**config.mk**
```make
export PLATFORM = sky130hd
export DESIGN_NAME = controller
export DESIGN_NICKNAME = d
export VERILOG_FILES = /design/src/rtl/controller.sv
export SDC_FILE = /design/constraint.sdc
export NUM_CORES = 1
export LEC_CHECK = 0
export ABC_AREA = 1
export CORE_AREA = 2 2 39 41
export DETAILED_ROUTE_END_ITERATION = 10
export DIE_AREA = 0 0 41 43
export PLACE_DENSITY_LB_ADDON = 0.2
export REMOVE_ABC_BUFFERS = 1
export SYNTH_ARGS = -nofsm -noshare
export SYNTH_HDL_FRONTEND = slang
export SYNTH_SLANG_ARGS = --single-unit
```
**constraint.sdc**
```tcl
create_clock -name clk -period 1.1 [get_ports clk]
set_input_delay 0.22 -clock clk [delete_from_list [all_inputs] [get_ports clk]]
set_output_delay 0.22 -clock clk [all_outputs]
set_load 0.02 [all_outputs]
```
**src/rtl/controller.sv**
```systemverilog
// controller -- main instruction decoder for the five-stage MIPS pipeline.
//
// Decodes Op (instruction[31:26]) and func (instruction[5:0]) into datapath
// control signals. Decode is purely combinational. A one-bit qualification
// flag (en) forces every output to zero from reset assertion until the first
// rising clock edge after reset is released. This keeps a stale store or
// write-back from firing during reset recovery.
//
// Ports:
//   clk      in   1  rising-edge clock (only used to arm en)
//   reset    in   1  asynchronous, active-low reset
//   Op       in   6  opcode field
//   func     in   6  R-type function field
//   RegDst   out  2  0=rt, 1=rd, 2=$31
//   ALUSrc   out  1  0=rt register, 1=extended immediate
//   ALUCtrl  out  3  000 add, 001 sub, 010 or, 011 pass B
//   ExtOp    out  2  0=zero-ext, 1=sign-ext, 2=imm<<16
//   MemtoReg out  1  write-back takes the loaded word (lw)
//   lwl      out  1  write-back takes the lwl merge result
//   RegWrite out  1  register file write enable
//   MemWrite out  1  data memory write enable
//   Branch   out  1  beq
//   Jump     out  1  j / jal
//   JumpReg  out  1  jr
//   Link     out  1  write-back value is PC+8 (jal)
module controller (
  input  logic       clk,
  input  logic       reset,
  input  logic [5:0] Op,
  input  logic [5:0] func,
  output logic [1:0] RegDst,
  output logic       ALUSrc,
  output logic [2:0] ALUCtrl,
  output logic [1:0] ExtOp,
  output logic       MemtoReg,
  output logic       lwl,
  output logic       RegWrite,
  output logic       MemWrite,
  output logic       Branch,
  output logic       Jump,
  output logic       JumpReg,
  output logic       Link
);

  typedef enum logic [5:0] {
    OP_RTYPE = 6'b000000,
    OP_J     = 6'b000010,
    OP_JAL   = 6'b000011,
    OP_BEQ   = 6'b000100,
    OP_ORI   = 6'b001101,
    OP_LUI   = 6'b001111,
    OP_LWL   = 6'b100010,
    OP_LW    = 6'b100011,
    OP_SW    = 6'b101011
  } opcode_e;

  typedef enum logic [5:0] {
    FN_JR   = 6'b001000,
    FN_ADDU = 6'b100001,
    FN_SUBU = 6'b100011
  } funct_e;

  logic en;

  always_ff @(posedge clk or negedge reset) begin
    if (!reset) en <= 1'b0;
    else        en <= 1'b1;
  end

  always_comb begin
    RegDst   = '0;
    ALUSrc   = 1'b0;
    ALUCtrl  = '0;
    ExtOp    = '0;
    MemtoReg = 1'b0;
    lwl      = 1'b0;
    RegWrite = 1'b0;
    MemWrite = 1'b0;
    Branch   = 1'b0;
    Jump     = 1'b0;
    JumpReg  = 1'b0;
    Link     = 1'b0;
    if (en) begin
      case (Op)
        OP_RTYPE: begin
          case (func)
            FN_ADDU: begin
              RegDst   = 2'd1;
              ALUCtrl  = 3'b000;
              RegWrite = 1'b1;
            end
            FN_SUBU: begin
              RegDst   = 2'd1;
              ALUCtrl  = 3'b001;
              RegWrite = 1'b1;
            end
            FN_JR: JumpReg = 1'b1;
            default: ;
          endcase
        end
        OP_ORI: begin
          ALUSrc   = 1'b1;
          ExtOp    = 2'd0;
          ALUCtrl  = 3'b010;
          RegWrite = 1'b1;
        end
        OP_LUI: begin
          ALUSrc   = 1'b1;
          ExtOp    = 2'd2;
          ALUCtrl  = 3'b011;
          RegWrite = 1'b1;
        end
        OP_LW: begin
          ALUSrc   = 1'b1;
          ExtOp    = 2'd1;
          MemtoReg = 1'b1;
          RegWrite = 1'b1;
        end
        OP_LWL: begin
          ALUSrc   = 1'b1;
          ExtOp    = 2'd1;
          lwl      = 1'b1;
          RegWrite = 1'b1;
        end
        OP_SW: begin
          ALUSrc   = 1'b1;
          ExtOp    = 2'd1;
          MemWrite = 1'b1;
        end
        OP_BEQ: begin
          Branch  = 1'b1;
          ALUCtrl = 3'b001;
          ExtOp   = 2'd1;
        end
        OP_J: Jump = 1'b1;
        OP_JAL: begin
          Jump     = 1'b1;
          Link     = 1'b1;
          RegDst   = 2'd2;
          RegWrite = 1'b1;
        end
        default: ;
      endcase
    end
  end

endmodule

```
Word-level counts from Yosys, hierarchy flattened
Cells that the tools add are included.
{ "op_classes": {"n_eq_ne": 11, "n_mux": 28, "n_reduce_logical": 6} }
{ "ops": {"columns": ["operator", "n"], "rows": [
  ["equality test 6 bit, second input constant", 5],
  ["2-to-1 mux 1 bit", 21],
  ["equality test 6 x 4 -> 1 bit, second input constant", 3],
  ["equality test 6 x 2 -> 1 bit, second input constant", 2],
  ["OR reduction 5 bit", 2],
  ["one-hot mux 2 bit (2 select lines)", 2],
  ["one-hot mux 2 bit (4 select lines)", 1],
  ["equality test 6 x 3 -> 1 bit, second input constant", 1],
  ["logical NOT 6 bit", 1],
  ["2-to-1 mux 2 bit", 3],
  ["OR reduction 2 bit", 2],
  ["OR reduction 4 bit", 1],
  ["one-hot mux 1 bit (2 select lines)", 1]
]} }
{ "totals": {"reg_bits": 1, "word_cells": 46} }

Longest topological paths before layout
Gate-level depths: netlist of the first run.
{ "logic_depth": {"word_depth": 5, "mapped_depth": 5, "ltp_nobuf": 5} }

Worst setup path after synthesis of the first run
No wires, ideal clock.
{ "synth_timing": {"kind": "reg2out", "from": "register en", "to": "output port JumpReg", "arrival_ns": 0.989, "slack_ns": -0.109, "path_stages_with_launch": 3, "n_path_buf": 0, "cell_sequence": "dfrtp_1 -> nand3_1 -> nor3_1"} }
{ "synth_between": {"elab_chain_cells": 1} }
{ "synth_lines": {"columns": ["element", "line", "rtl"], "rows": [
  ["from (decl)", "63", "logic en;"],
  ["from (signal assigned)", "66", "if (!reset) en <= 1'b0;"],
  ["from (signal assigned)", "67", "else en <= 1'b1;"],
  ["2-to-1 mux 1 bit", "83", "if (en) begin"],
  ["to (decl)", "41", "output logic JumpReg,"]
]} }
Every way passes these cells.

Worst setup path after layout of the first run
{ "layout_timing": {"from": "input port Op[4]", "to": "output port RegWrite"} }
{ "layout_between": {"elab_chain_cells": 4, "word_cells_on_any_way": 9, "classes_between": "eq/ne: 5; mux: 2; reduce/logical: 2"} }
{ "layout_lines": {"columns": ["element", "line", "rtl"], "rows": [
  ["from (decl)", "29", "input logic [5:0] Op,"],
  ["equality test 6 x 2 -> 1 bit, or another cell as far along", "84", "case (Op)"],
  ["OR reduction 5 bit (no source line)", null, null],
  ["one-hot mux 1 bit (2 select lines) *", "84", null],
  ["2-to-1 mux 1 bit *", "83", null],
  ["to (decl)", "37", "output logic RegWrite,"]
]} }
Every way passes the cells marked *; elsewhere a longest branch is shown, timed or not.

==> qor.csv, run 1 <==
metric,value,unit
critPathKind,in -> out,
place_hpwl,780,um
p_per_area,275,nW/um2
routed-via-count,431,
wl_met2,556,um
nNetsFinal,102,
synth-simple-area-share,0.687,
muxShareOfSynthArea,0,
core-area,1380,um2
hold_path_class,in -> async,
synth.yosys.seq_area_share,0.0881,
synth_enable_flop_cells,0,
ys_top_cells_by_area,"nor2_2 18%, nand3_1 16%, inv_1 15%",
synth.ff_latch_count,1,
ys_types,14,
utilization,0.518,
grt.overflow.total,0,
synth_xor_area_frac,0,
io_pins,30,
cp_max_fo,4,
synth_top_family_by_area,simple AND/OR/NAND/NOR gates,
post-route-drc-count,0,
first_global_vias,388,
antenna_found_initial,0,
synth_adder_area_share,0,
synth-compound-area-share,0,
synth_common_cells,"11 x inv_1, 9 x nand3_1, 8 x nor2_2",
worst_slack,-0.0988,ns
finalHoldViolations,0,
place_area,592,um2
diodes,0,
rows,14,
largest_reg_flops,1,
combPwrFrac,0.774,
drv_slew,0,
reg.largest.list,en: 1 flops,
switching_share,0.417,
die-area,1760,um2
p_leak,0.000374,uW
p_int,115,uW
synth_largest_area_cell,nor2_2,
ys_async_sr_fraction,1.00,
n_fill_cell,149,
final_antenna_net_count,0,
crit_arrival,0.98,ns
drt_iter0_drc,1,
fin_cells,102,
avgSynthCellArea,5.16,um2
die_h,43,um
grt_pass1_wl,1.57,mm
dr.pass1.iters,2,
regArea,26.3,um2
dp_cells,100,
path_clk_slew,0,ns
wl_met3,63,um
power_frac_seq,0.226,
synth_flop_cell,dfrtp_1,
dp_slack,-1.01,ns
cp-end-kind,output port,
multi_input_comb_area,308,um2
cp_data_required_time,0.88,ns
wl_per_cell,9.74,um
grt_max_degree,6,
violations,negative setup slack,
synthDominantCellAreaShare,0.176,
io_buffers,28,
syn_inst,55,
status,"complete, but fails checks",
power.switching,82.2,uW
syn_to_final_growth,152,%
syn-cell-area,284,um2
top_layer,met3,
finalCritPeriodShare,1.09,
period_needed,1.20,ns
grt_use_total,0.117,
start_util,0.205,
place.gp.congestion,0.773,
setup_violations,11,
tns,-0.666,ns
cts_hold_buf,0,
clock_power_share,0,
drive_gt1_frac,0.628,
drt-total-wl,993,um
rsz0062_at_grt,yes,
regMostFlops,en,
cap_viol_max_count,0,
peakVddDrop,0.253,mV
die_x,41,um
design_area,717,um2
drt-vias-per-instance,4.23,
cp-start-kind,input pin,
yosysMostFrequentCell,inv_1,
ys_warn_count,0,
wl_met1,373,um
fmaxAchievable,0.834,GHz
[cell usage in the layout, fill, tap and decap left out]
master           instances
nand4_1                  2
nor3_2                   1
dlygate4sd2_1            3
conb_1                   2
nor2_4                   9
nor2_2                   3
nand2_4                  2
nand3b_1                 1
dfrtp_2                  1
nand3_4                  1
buf_8                    2
buf_6                   12
clkdlybuf4s15_1          3
nand3_1                  4
nand2_2                  3
nand3_2                  4
inv_1                    8
clkdlybuf4s50_1          1
nor2_1                   4
nand2_1                  3
buf_4                   11
inv_2                    5
nor3_1                   1
[area by class of cell]
type | instances | share of cell area
sequential | 1 | 0.0366
timing repair buffer | 32 | 0.438
multi-input combinational | 40 | 0.429
inverter | 13 | 0.0681
tap | 16 | 0.0279
[worst max-delay path, stage by stage]
cell and delay (ns):
buf_6 0.10, nor2_4 0.18, nand2_4 0.09, nor2_4 0.10, nand2_2 0.08, nand3_2 0.08
buf_6 0.12
[metal layers]
metal,track usage,up-vias
li1,-,229
met4,0,0
met1,0.153,188
met3,0.00524,0
met2,0.213,14
met5,0,-
[power by group through the flow]
stage	clock (uW)	sequential, uW	combinational [uW]
CTS	0	44.6	141
detailed placement	0	42.0	122
floorplan	0	41.2	43.8
finish	0	44.7	153
global placement	0	41.8	122
global route	0	45.0	164
[final timing paths]
kind / startpoint / endpoint / slack, ns
worst max-delay path: Op[4] / RegWrite / -0.1
worst min-delay path: reset / en$_DFF_PN0_ / 0.37
max in group asynchronous: reset / en$_DFF_PN0_ / 0.62
min in group clk: Op[0] / lwl / 0.73
[cell families (layout without fill, tap and decap cells)]
family | after synthesis | in the layout
other cells | 2 | 2
flops | 1 | 1
simple gates | 38 | 38
buf+inv | 14 | 45
[stage by stage]
stage / hold slack [ns] / total power [uW]
finish: 0.369 / 197
global route: 0.379 / 209
global placement: 0.369 / 163
detailed placement: 0.372 / 164
floorplan: -0.0756 / 85.0
CTS: 0.372 / 185
[repair_timing]
item                       in CTS  in global routing
setup endpoints to repair      15                 15
resized for setup             141                 18
buffers inserted                2                  0
pin swaps                      22                 12
(Power assumes the default switching activity.)
==> run 2: changes to the inputs <==
- ABC_AREA: 1 -> 0
- GPL_ROUTABILITY_DRIVEN: not set -> 1
==> qor.csv, run 2 <==
metric,value,unit,change
rsz0062_at_grt,yes,,unchanged
regMostFlops,en,,unchanged
p_per_area,266,nW/um2,was 275 nW/um2
drt_iter0_drc,2,,was 1
setup_violations,15,,was 11
status,"complete, but fails checks",,unchanged
worst_slack,-0.255,ns,was -0.0988 ns
ys_async_sr_fraction,1.00,,unchanged
place.gp.congestion,0.724,,was 0.773
fmaxAchievable,0.738,GHz,was 0.834 GHz
synth-simple-area-share,0.692,,was 0.687
crit_arrival,1.14,ns,was 0.98 ns
synth_enable_flop_cells,0,,unchanged
syn_inst,38,,was 55
syn_to_final_growth,162,%,was 152%
tns,-2.87,ns,was -0.666 ns
synth_common_cells,"3 x and2_1, 3 x and3_1, 3 x nand2_1, 3 x nand3_1, 3 x nor3_1",,"was 11 x inv_1, 9 x nand3_1, 8 x nor2_2"
reg.largest.list,en: 1 flops,,unchanged
die_h,43,um,unchanged
dp_slack,-1.15,ns,was -1.01 ns
peakVddDrop,0.250,mV,was 0.253 mV
cap_viol_max_count,0,,unchanged
drive_gt1_frac,0.680,,was 0.628
violations,negative setup slack,,unchanged
ys_types,22,,was 14
grt_use_total,0.115,,was 0.117
dr.pass1.iters,2,,unchanged
crit_chain,buf_6 > and4bb_2 > nor3b_4 > and2_1 > buf_6,,was buf_6 > nor2_4 > nand2_4 > nor2_4 > nand2_2 > nand3_2 > buf_6
path_clk_slew,0,ns,about the same
drt-total-wl,1.02,mm,was 993 um
die_x,41,um,unchanged
drt-vias-per-instance,4.63,,was 4.23
first_global_vias,355,,was 388
dp_cells,86,,was 100
synthDominantCellAreaShare,0.0905,,was 0.176
routed-via-count,421,,was 431
grt_max_degree,9,,was 6
synth_xor_area_frac,0,,unchanged
ys_warn_count,0,,unchanged
grt.overflow.total,0,,unchanged
post-route-drc-count,0,,unchanged
synth-compound-area-share,0.136,,was 0
synth_adder_area_share,0,,unchanged
muxShareOfSynthArea,0,,unchanged
finalHoldViolations,0,,unchanged
diodes,0,,unchanged
p_leak,0.000349,uW,was 0.000374 uW
most-common-layout-cells,"17 x buf_6, 10 x buf_4, 4 x dlygate4sd2_1",,"was 12 x buf_6, 11 x buf_4, 9 x nor2_4"
synth_flop_cell,dfrtp_1,,unchanged
worst_path_largest_cell_delay,0.34,ns,was 0.18 ns
critPathKind,in -> out,,unchanged
antenna_found_initial,0,,unchanged
core-area,1380,um2,unchanged
rows,14,,unchanged
largest_reg_flops,1,,unchanged
avgSynthCellArea,7.28,um2,was 5.16 um2
io_buffers,28,,unchanged
finalCritPeriodShare,1.23,,was 1.09
io_pins,30,,unchanged
cp_data_required_time,0.88,ns,about the same
utilization,0.524,,was 0.518
final_common_cell,buf_6,,unchanged
cp-start-kind,input pin,,unchanged
fin_cells,91,,was 102
critPathSlowestCell,and4bb_2,,was nor2_4
cp_max_fo,5,,was 4
die-area,1760,um2,unchanged
final_antenna_net_count,0,,unchanged
period_needed,1.36,ns,was 1.20 ns
nNetsFinal,91,,was 102
synth.ff_latch_count,1,,unchanged
cp_common_cell,buf_6,,
synth_largest_area_cell,and4bb_2,,was nor2_2
drv_slew,0,,unchanged
cp-end-kind,output port,,unchanged
synth.yosys.seq_area_share,0.0905,,was 0.0881
wl_per_cell,11.2,um,was 9.74 um
hold_path_class,in -> async,,unchanged
syn-cell-area,277,um2,was 284 um2
synth_top_family_by_area,simple AND/OR/NAND/NOR gates,,unchanged
grt_pass1_wl,1.52,mm,was 1.57 mm
ys_top_cells_by_area,"and4bb_2 9.0%, dfrtp_1 9.0%, and2_1 6.8%",,"was nor2_2 18%, nand3_1 16%, inv_1 15%"
start_util,0.200,,was 0.205
place_hpwl,757,um,was 780 um
-- run 2: cell count changes after synthesis, moves of 3 or more --
cell     before  now
inv_1        11    2
nor2_2        8    0
nand3_1       9    3
nor2_1        7    2
nand2_1       7    3
and2_1        0    3
and3_1        0    3
-- run 2: path summary, 6_finish.rpt --
path                        from            to  slack (ns)  cells after the start
max                        Op[2]     RegDst[1]       -0.26                      5
min                        reset  en$_DFF_PN0_        0.37                      1
max in group asynchronous  reset  en$_DFF_PN0_        0.63                      1
min in group clk           Op[1]      ExtOp[1]        0.80                      3
-- run 2: cell families (layout without fill, tap and decap cells) --
group           Yosys count  count (layout)
simple gates             27              27
compound gates            5               5
buf+inv                   3              40
other cells               2               2
flops                     1               1
-- run 2: cell type report --
class | count | area [um2]
Fill cell | 142 | 659
Inverter | 2 | 7.51
Multi-Input combinational cell | 34 | 310
Timing Repair Buffer | 38 | 362
Sequential cell | 1 | 25.0
Tap cell | 16 | 20.0
-- run 2: report_power, final --
| group | switching (uW) | internal, uW |
|---|---|---|
| logic | 66.7 | 85.3 |
| clock network | 0 | 0 |
| registers | 1.21 | 39.4 |
-- run 2: per-stage QoR --
step           hold WS, ns  total power [uW]  area (um2)
3_5_place_dp         0.373               167         607
4_1_cts              0.373               180         646
3_3_place_gp         0.370               167         607
6_report             0.369               193         724
2_1_floorplan      -0.0756              77.7         269
5_1_grt              0.379               203         724
-- run 2: timing repair --
item / CTS / global route
gates cloned: 0 / 0
setup endpoints to repair: 15 / 15
hold buffers: 0 / 0
gates resized for setup: 130 / 18
pin swaps: 16 / 9
buffers inserted: 3 / 2
-- run 2: critical path, delay by kind of cell --
family	cells	cell delay, ns
buffers and inverters	2	0.20
AND/OR/NAND/NOR	3	0.70
-- run 2: routing by layer --
layer | vias to the layer above | global-route usage | wire length, um
li1 | 209 | - | -
met3 | 0 | 0.00524 | 91
met1 | 193 | 0.169 | 388
met5 | - | 0 | 0
met2 | 19 | 0.191 | 537
met4 | 0 | 0 | 0
